[src/rtl/alarm_ctrl_if.sv]
// Alarm controller bus: wall-clock time and user controls in, alarm settings and status out.
interface alarm_ctrl_if;
   logic [7:0] hour;
   logic [7:0] min;
   logic       set_en;
   logic       inc_hour;
   logic       inc_min;
   logic       arm_tog;
   logic       snooze;
   logic       stop;
   logic [7:0] ahour;
   logic [7:0] amin;
   logic       armed;
   logic       Sound;
   logic       snoozing;

   modport master (
      output hour, min, set_en, inc_hour, inc_min, arm_tog, snooze, stop,
      input  ahour, amin, armed, Sound, snoozing
   );

   modport slave (
      input  hour, min, set_en, inc_hour, inc_min, arm_tog, snooze, stop,
      output ahour, amin, armed, Sound, snoozing
   );
endinterface

[src/rtl/alarm_ctrl.sv]
// Alarm clock controller: BCD alarm-time editing, edge-triggered ring with
// auto-stop, and snooze, sharing one down-counter between ring and snooze.
module alarm_ctrl #(
   parameter int unsigned RING_SEC   = 60,
   parameter int unsigned SNOOZE_SEC = 300
) (
   input logic         clk1hz,
   input logic         rst_n,
   alarm_ctrl_if.slave bus
);

   localparam int unsigned MAX_SEC = (RING_SEC > SNOOZE_SEC) ? RING_SEC : SNOOZE_SEC;
   localparam int unsigned CNT_W   = ($clog2(MAX_SEC) > 9) ? $clog2(MAX_SEC) : 9;

   localparam logic [1:0] S_IDLE   = 2'd0;
   localparam logic [1:0] S_WAIT   = 2'd1;
   localparam logic [1:0] S_RING   = 2'd2;
   localparam logic [1:0] S_SNOOZE = 2'd3;

   logic [1:0]       state, state_nxt;
   logic [CNT_W-1:0] cnt, cnt_nxt;
   logic [7:0]       ahour_q, amin_q;
   logic             armed_q, sound_q, snoozing_q;
   logic             match_c, match_q, trigger_c;

   // BCD increment with wrap at top; any out-of-range value wraps to 00.
   function automatic logic [7:0] bcd_inc(input logic [7:0] v, input logic [3:0] hi_max,
                                          input logic [7:0] top);
      logic [7:0] r;
      if ((v[7:4] > hi_max) || (v[3:0] > 4'd9) || (v >= top)) r = 8'h00;
      else if (v[3:0] == 4'd9)                                r = {4'(v[7:4] + 4'd1), 4'h0};
      else                                                    r = 8'(v + 8'd1);
      return r;
   endfunction

   assign match_c   = (bus.hour == ahour_q) && (bus.min == amin_q);
   assign trigger_c = match_c && !match_q && !bus.set_en;

   // Next-state and counter logic
   always_comb begin
      state_nxt = state;
      cnt_nxt   = cnt;
      case (state)
         S_IDLE: begin
            if (bus.arm_tog) state_nxt = S_WAIT;
         end
         S_WAIT: begin
            if (bus.arm_tog) state_nxt = S_IDLE;
            else if (trigger_c) begin
               state_nxt = S_RING;
               cnt_nxt   = CNT_W'(RING_SEC - 1);
            end
         end
         S_RING: begin
            if (bus.arm_tog)                 state_nxt = S_IDLE;
            else if (bus.set_en || bus.stop) state_nxt = S_WAIT;
            else if (bus.snooze) begin
               state_nxt = S_SNOOZE;
               cnt_nxt   = CNT_W'(SNOOZE_SEC - 1);
            end
            else if (cnt == '0)              state_nxt = S_WAIT;
            else                             cnt_nxt   = cnt - CNT_W'(1);
         end
         S_SNOOZE: begin
            if (bus.arm_tog)                 state_nxt = S_IDLE;
            else if (bus.set_en || bus.stop) state_nxt = S_WAIT;
            else if (cnt == '0) begin
               state_nxt = S_RING;
               cnt_nxt   = CNT_W'(RING_SEC - 1);
            end
            else                             cnt_nxt   = cnt - CNT_W'(1);
         end
         default: state_nxt = S_IDLE;
      endcase
   end

   // State, counter and status flags; match_q resets high so 00:00 at power-up is not an edge
   always_ff @(posedge clk1hz or negedge rst_n) begin
      if (!rst_n) begin
         state      <= S_IDLE;
         cnt        <= '0;
         match_q    <= 1'b1;
         armed_q    <= 1'b0;
         sound_q    <= 1'b0;
         snoozing_q <= 1'b0;
      end else begin
         state      <= state_nxt;
         cnt        <= cnt_nxt;
         match_q    <= match_c;
         armed_q    <= (state_nxt != S_IDLE);
         sound_q    <= (state_nxt == S_RING);
         snoozing_q <= (state_nxt == S_SNOOZE);
      end
   end

   // Alarm time editing
   always_ff @(posedge clk1hz or negedge rst_n) begin
      if (!rst_n) begin
         ahour_q <= 8'h00;
         amin_q  <= 8'h00;
      end else if (bus.set_en) begin
         if (bus.inc_hour) ahour_q <= bcd_inc(ahour_q, 4'd2, 8'h23);
         if (bus.inc_min)  amin_q  <= bcd_inc(amin_q, 4'd5, 8'h59);
      end
   end

   assign bus.ahour    = ahour_q;
   assign bus.amin     = amin_q;
   assign bus.armed    = armed_q;
   assign bus.Sound    = sound_q;
   assign bus.snoozing = snoozing_q;

endmodule

[src/flat_wrapper.sv]
// flat-port wrapper written by rule: the top's interface ports become plain ports
module alarm_ctrl_flat 
#(
   parameter int unsigned RING_SEC   = 60,
   parameter int unsigned SNOOZE_SEC = 300
)
  (clk1hz, rst_n, bus_hour, bus_min, bus_set_en, bus_inc_hour, bus_inc_min, bus_arm_tog, bus_snooze, bus_stop, bus_ahour, bus_amin, bus_armed, bus_Sound, bus_snoozing);
  alarm_ctrl_if bus_i ();
  input logic clk1hz;
  input logic rst_n;
  input wire logic [$bits(bus_i.hour)-1:0] bus_hour;
  input wire logic [$bits(bus_i.min)-1:0] bus_min;
  input wire logic [$bits(bus_i.set_en)-1:0] bus_set_en;
  input wire logic [$bits(bus_i.inc_hour)-1:0] bus_inc_hour;
  input wire logic [$bits(bus_i.inc_min)-1:0] bus_inc_min;
  input wire logic [$bits(bus_i.arm_tog)-1:0] bus_arm_tog;
  input wire logic [$bits(bus_i.snooze)-1:0] bus_snooze;
  input wire logic [$bits(bus_i.stop)-1:0] bus_stop;
  output wire logic [$bits(bus_i.ahour)-1:0] bus_ahour;
  output wire logic [$bits(bus_i.amin)-1:0] bus_amin;
  output wire logic [$bits(bus_i.armed)-1:0] bus_armed;
  output wire logic [$bits(bus_i.Sound)-1:0] bus_Sound;
  output wire logic [$bits(bus_i.snoozing)-1:0] bus_snoozing;
  assign bus_i.hour = bus_hour;
  assign bus_i.min = bus_min;
  assign bus_i.set_en = bus_set_en;
  assign bus_i.inc_hour = bus_inc_hour;
  assign bus_i.inc_min = bus_inc_min;
  assign bus_i.arm_tog = bus_arm_tog;
  assign bus_i.snooze = bus_snooze;
  assign bus_i.stop = bus_stop;
  assign bus_ahour = bus_i.ahour;
  assign bus_amin = bus_i.amin;
  assign bus_armed = bus_i.armed;
  assign bus_Sound = bus_i.Sound;
  assign bus_snoozing = bus_i.snoozing;
  alarm_ctrl #(.RING_SEC(RING_SEC), .SNOOZE_SEC(SNOOZE_SEC)) u_core (.clk1hz(clk1hz), .rst_n(rst_n), .bus(bus_i));
endmodule
[config.mk]
export PLATFORM = sky130hd
export DESIGN_NAME = alarm_ctrl_flat
export DESIGN_NICKNAME = d
export VERILOG_FILES = /design/src/rtl/alarm_ctrl_if.sv /design/src/rtl/alarm_ctrl.sv /design/src/flat_wrapper.sv
export SDC_FILE = /design/constraint.sdc
export NUM_CORES = 1
export LEC_CHECK = 0
export BUFFER_PORTS_ARGS = -buffer_cell sky130_fd_sc_hd__clkbuf_2
export CAP_MARGIN = 15
export CELL_PAD_IN_SITES_DETAIL_PLACEMENT = 1
export CELL_PAD_IN_SITES_GLOBAL_PLACEMENT = 2
export CORE_MARGIN = 5
export CORE_UTILIZATION = 30
export DETAILED_ROUTE_END_ITERATION = 16
export HOLD_SLACK_MARGIN = 0.1
export PLACE_DENSITY_LB_ADDON = 0.1
export SYNTH_ARGS = -nofsm -noshare
export SYNTH_HDL_FRONTEND = slang
export SYNTH_SLANG_ARGS = --single-unit
[constraint.sdc]
create_clock -name clk1hz -period 2.1 [get_ports clk1hz]
set_input_delay 0.315 -clock clk1hz [delete_from_list [all_inputs] [get_ports clk1hz]]
set_output_delay 0.315 -clock clk1hz [all_outputs]
set_load 0.005 [all_outputs]
# After elaboration in Yosys (flattened, before gate mapping)
# Cells that the tools add are included.
dict set report classes {
  n_addsub 5
  mul 0
  div_mod_pow 0
  order_cmp 6
  eq_ne 16
  shifts 0
  muxes 25
  bitwise_logic 0
  reduce_logical 17
}
# cell n
set ops {}
lappend ops {{$mux W9} 9}
lappend ops {{$mux W8} 4}
lappend ops {{$pmux W9 S3} 1}
lappend ops {{$mux W2} 10}
lappend ops {{$add A8 B1 Y8 const B} 2}
lappend ops {{$eq A8 B8 Y1} 2}
lappend ops {{$ne A2 B2 Y1 const B} 5}
lappend ops {{$logic_not A9 Y1} 1}
lappend ops {{$sub A9 B1 Y9 const B} 1}
lappend ops {{$add A4 B1 Y4 const B} 2}
lappend ops {{$eq A2 B2 Y1 const B} 4}
lappend ops {{$eq A4 B4 Y1 const B} 2}
lappend ops {{$ge A8 B6 Y1 const B} 1}
lappend ops {{$ge A8 B7 Y1 const B} 1}
lappend ops {{$gt A4 B4 Y1 const B} 2}
lappend ops {{$pmux W2 S4} 1}
lappend ops {{$reduce_and A8 Y1} 1}
lappend ops {{$logic_or A1 B1 Y1} 5}
lappend ops {{$gt A4 B2 Y1 const B} 1}
lappend ops {{$gt A4 B3 Y1 const B} 1}
lappend ops {{$reduce_and A2 Y1} 2}
lappend ops {{$logic_and A1 B1 Y1} 3}
lappend ops {{$ne A3 B3 Y1 const B} 1}
lappend ops {{$reduce_bool A3 Y1} 1}
lappend ops {{other kinds (5)} 6}
dict set report word_totals {
  ff_bits 31
  latch_bits 0
  ramBits 0
  romBits 0
  in_bits 24
  output_inout_bits 19
  word_cells 77
  mem_count 0
}

# Depth between registers and ports, before layout
dict set report depth {
  ltp_word 8
  ltp_mapped 9
}

# Worst setup path after synthesis
# No wires, ideal clock.
dict set report synth_timing {
  kind {register to register}
  start {reg u_core.ahour_q[3], in the netlist u_core.bus.ahour[3]}
  end {reg u_core.cnt[6]}
  arrival_ps 1903
  required_time_ps 2031
  setup_slack_ps 128
  stages_incl_launch_ff 8
  n_path_buf 1
  synth_period_minus_slack_ps 1972
  path_cell_list {dfrtp_1 > buf_6 > xnor2_2 > nand4_2 > nor4_4 > a31oi_4 > or4_1 > nand3_1}
}
dict set report synth_via {
  elab_chain_cells 6
}
# item line_no
set synth_rtl {}
lappend synth_rtl {{start, declared} alarm_ctrl.sv:22} ;# logic [7:0] ahour_q, amin_q;
lappend synth_rtl {{start signal, assigned} alarm_ctrl.sv:102} ;# if (bus.inc_hour) ahour_q <= bcd_inc(ahour_q, 4'd2, 8'h23);
lappend synth_rtl {{$eq A8 B8 Y1} alarm_ctrl.sv:36} ;# assign match_c = (bus.hour == ahour_q) && (bus.min == amin_q);
lappend synth_rtl {{$logic_and A1 B1 Y1} alarm_ctrl.sv:36}
lappend synth_rtl {{via u_core.match_c} alarm_ctrl.sv:24} ;# logic match_c, match_q, trigger_c;
lappend synth_rtl {{$logic_and A1 B1 Y1 (2 in series)} alarm_ctrl.sv:37} ;# assign trigger_c = match_c && !match_q && !bus.set_en;
lappend synth_rtl {{$ne A2 B1 Y1 (no source line)} --}
lappend synth_rtl {{$reduce_and A8 Y1 (no source line)} --}
lappend synth_rtl {{end signal, assigned} alarm_ctrl.sv:88} ;# cnt <= cnt_nxt;
lappend synth_rtl {{end, declared} alarm_ctrl.sv:21} ;# logic [CNT_W-1:0] cnt, cnt_nxt;
# The timed path passes the listed nets, and every way through them passes these cells.
# A chain may end at the register's enable or synchronous reset.

# Final worst setup path
dict set report layout_timing {
  start {reg u_core.ahour_q[5], in the netlist u_core.bus.ahour[5]}
  end {reg u_core.cnt[6]}
}
# Same word-level chain as after synthesis.

==> results.toml <==
[status]
status = "finished, final reports clean"

[global_route]
grt_pass1_wl_mm = 10.1
grt_pass1_vias = 2060
grt_overflow = 0
grt_start_max_net_pins = 32
antenna_found_initial = 0
track_usage = 0.145

[synthesis]
yosys_warnings = 0
syn_area_um2 = 2120
synthTopCellsByArea = "dfrtp_1, xnor2_1, nor2_1"
postSynthCellCount = 241
netlist-cell-type-count = 52
ys_seq_area_frac = 0.366
synth.largest_area_cell = "dfrtp_1"
synth_top_area_share = 0.354
synth_nets = 272
synth_common_cells = "dfrtp_1, nor2_1, nand2_1"
synth.most_common_cell = "dfrtp_1"
avgSynthCellArea_um2 = 8.80
synth_edf_count = 0
ys_async_sr_fraction = 1.00
ys_ff_latch = 31
ys.flop_type = "dfrtp_1"

[die]
die-area_um2 = 8850
rows = 30
start_util = 0.310
die_w_um = 94.1
die_h_um = 94.1
pin_count = 43
coreArea_um2 = 6830

[power_and_ir_drop]
p_switching_mw = 0.955
intPower_mw = 1.60
power.static_leakage_nw = 1.24
power_density_nw_per_um2 = 941
p_clk_frac = 0.249
power_frac_seq = 0.311
swShare = 0.374
comb_power_share = 0.440
max-vdd-ir-drop_mv = 0.349

[detailed_routing]
ant_nets = 0
avgRoutedWirePerCell_um = 14.9
vias_per_cell = 4.95
drt_wl_total_mm = 5.96
drc = 0
dr.pass1.iters = 4
route.vias.total = 1978
drtIter0Drc = 46

[clock_tree]
cts_max_level = 2
cts_tree = "done"
clk_pin_slew_ns = 0.07
clk_latency_ns = 0.29
clkSinkCount = 31
root_buffer = "clkbuf_8"
postCtsHoldBufs = 0
cts_max_path_buffers = 2
cts_inserted_buffers = 5

[place]
place_congestion = 0.762
dp_slack_ns = 0.0641
postPlaceCellArea_um2 = 2570
port_buffers = 42
hpwl_mm = 4.62

[sta]
clock_skew_ns = 0.00360
finalCriticalPeriod_ns = 1.99
maxSlewHeadroom = 0.436
fin_ws_ns = 0.106
worst_pin_slew_ns = 0.845
finalHoldViolCount = 0
fmax_mhz = 502
post-route-period-util = 0.949
drv_slew = 0
finalSetupViolations = 0

[worst_setup_path]
worstPathCellList = "xnor2_1 -> nand4_1 -> nor4_4 -> a31oi_4 -> or4_4 -> nand3_1"
worstPathMaxFanout = 5
cp_slowest_stage_delay_ns = 0.52
required_ns = 2.33
path_buf_inv = 0
worst_path_max_delay_cell = "or4_4"
crit_path_start_kind = "flop"
critPathCaptureType = "flop"
path_class = "reg2reg"
cp_data_arrival_time_ns = 2.22
cp_top_family = "simple AND/OR/NAND/NOR gates"

[hold_path]
hp-class = "in2async"

[job]
drv_cap = 0

[layout]
diodes = 0
nFillCells = 856
area_growth_syn_to_layout_pct = 27.8
fin_nets = 334
fin_area_um2 = 2710
fin_util = 0.397
drive_gt1_frac = 0.313
[registers in the layout, indices dropped and copies added, names as in the netlist]
signal / count
u_core.cnt: 9
u_core.bus.armed: 1
u_core.bus.snoozing: 1
u_core.bus.Sound: 1
u_core.bus.ahour: 8
u_core.bus.amin: 8
u_core.match_q: 1
u_core.state: 2
[per-stage QoR]
stage | hold slack (ns) | std cells | TNS (ns) | power, mW
6_report | 0.120 | 400 | 0 | 2.55
5_1_grt | 0.189 | 400 | -0.00128 | 2.74
4_1_cts | 0.149 | 399 | 0 | 2.59
3_5_place_dp | 0.469 | 391 | 0 | 1.94
3_3_place_gp | 0.466 | 391 | 0 | 1.93
2_1_floorplan | 0.0194 | 241 | 0 | 1.50
[final cells by class]
class                           count  area, um2  share of cell area
Multi-Input combinational cell    184       1240               0.458
Clock buffer                        6       82.6              0.0305
Tap cell                           96        120              0.0443
Clock inverter                      2       35.0              0.0129
Inverter                           13       48.8              0.0180
Timing Repair Buffer               68        405               0.150
Sequential cell                    31        778               0.287
[logic make-up (layout without fill, tap and decap cells)]
group,count (synthesis),after routing,share of synthesized area
mux,1,1,0.00472
xor+xnor,22,22,0.101
buf+inv,26,89,0.0566
simple gates,95,95,0.240
flops,31,31,0.366
compound gates,59,59,0.190
fa+ha+maj,7,7,0.0413
[worst register-to-register path, delay by kind of cell, from the launching register on]
family / cells / cell delay [ns]
and+or+nand+nor: 4 / 1.20
DFF: 1 / 0.44
xor gates and xnor gates: 1 / 0.15
AOI/OAI and AO/OA: 1 / 0.14
[placed cells by master (no fill, tap or decap), types with 4 or more instances in the layout]
master    synthesis  layout
clkbuf_2          0      42
dfrtp_1          30      29
buf_4             1      26
nor2_1           25      25
nand2_1          18      18
xnor2_1          17      16
o21ai_0          16      16
a21oi_1          13      13
inv_1            12      12
nor3_1           12      12
nand3_1          12      11
ha_1              7       7
clkbuf_8          0       6
xnor2_2           3       4
nand4_1           4       4
o31ai_1           4       4
nand2b_1          4       4
[path summary, 6_finish.rpt]
path | from | end | slack (ns) | cells after the start
hold reg to reg | u_core.cnt[1]$_DFFE_PN0P_ | u_core.cnt[1]$_DFFE_PN0P_ | 0.57 | 2
max in group asynchronous | rst_n | u_core.bus.ahour[5]$_DFFE_PN0P_ | 1.40 | 1
min in group clk1hz | bus_arm_tog | u_core.bus.armed$_DFF_PN0_ | 0.29 | 2
setup reg to reg | u_core.bus.ahour[5]$_DFFE_PN0P_ | u_core.cnt[6]$_DFFE_PN0P_ | 0.11 | 6
hold / removal | rst_n | u_core.bus.Sound$_DFF_PN0_ | 0.12 | 1
setup / recovery | u_core.bus.ahour[5]$_DFFE_PN0P_ | u_core.cnt[6]$_DFFE_PN0P_ | 0.11 | 6
[routing by layer]
layer  vias to the layer above  track usage  routed length [um]
met5                         -            0                   0
met4                         0       0.0433                  72
met3                         6       0.0377                 211
met2                        32        0.244                2870
met1                       963        0.182                2800
li1                        977            -                   -
[power by group through the flow]
stage	clock [mW]	sequential (mW)	combinational, mW
floorplan	0	0.804	0.697
global placement	0	0.803	1.13
detailed placement	0	0.803	1.14
CTS	0.657	0.794	1.14
global route	0.679	0.806	1.25
finish	0.635	0.793	1.12
[repair_timing]
item,in CTS,in global routing
setup endpoints to repair,0,4
buffers inserted,0,1
resized for setup,0,5
Power figures use the tool's default switching activity.
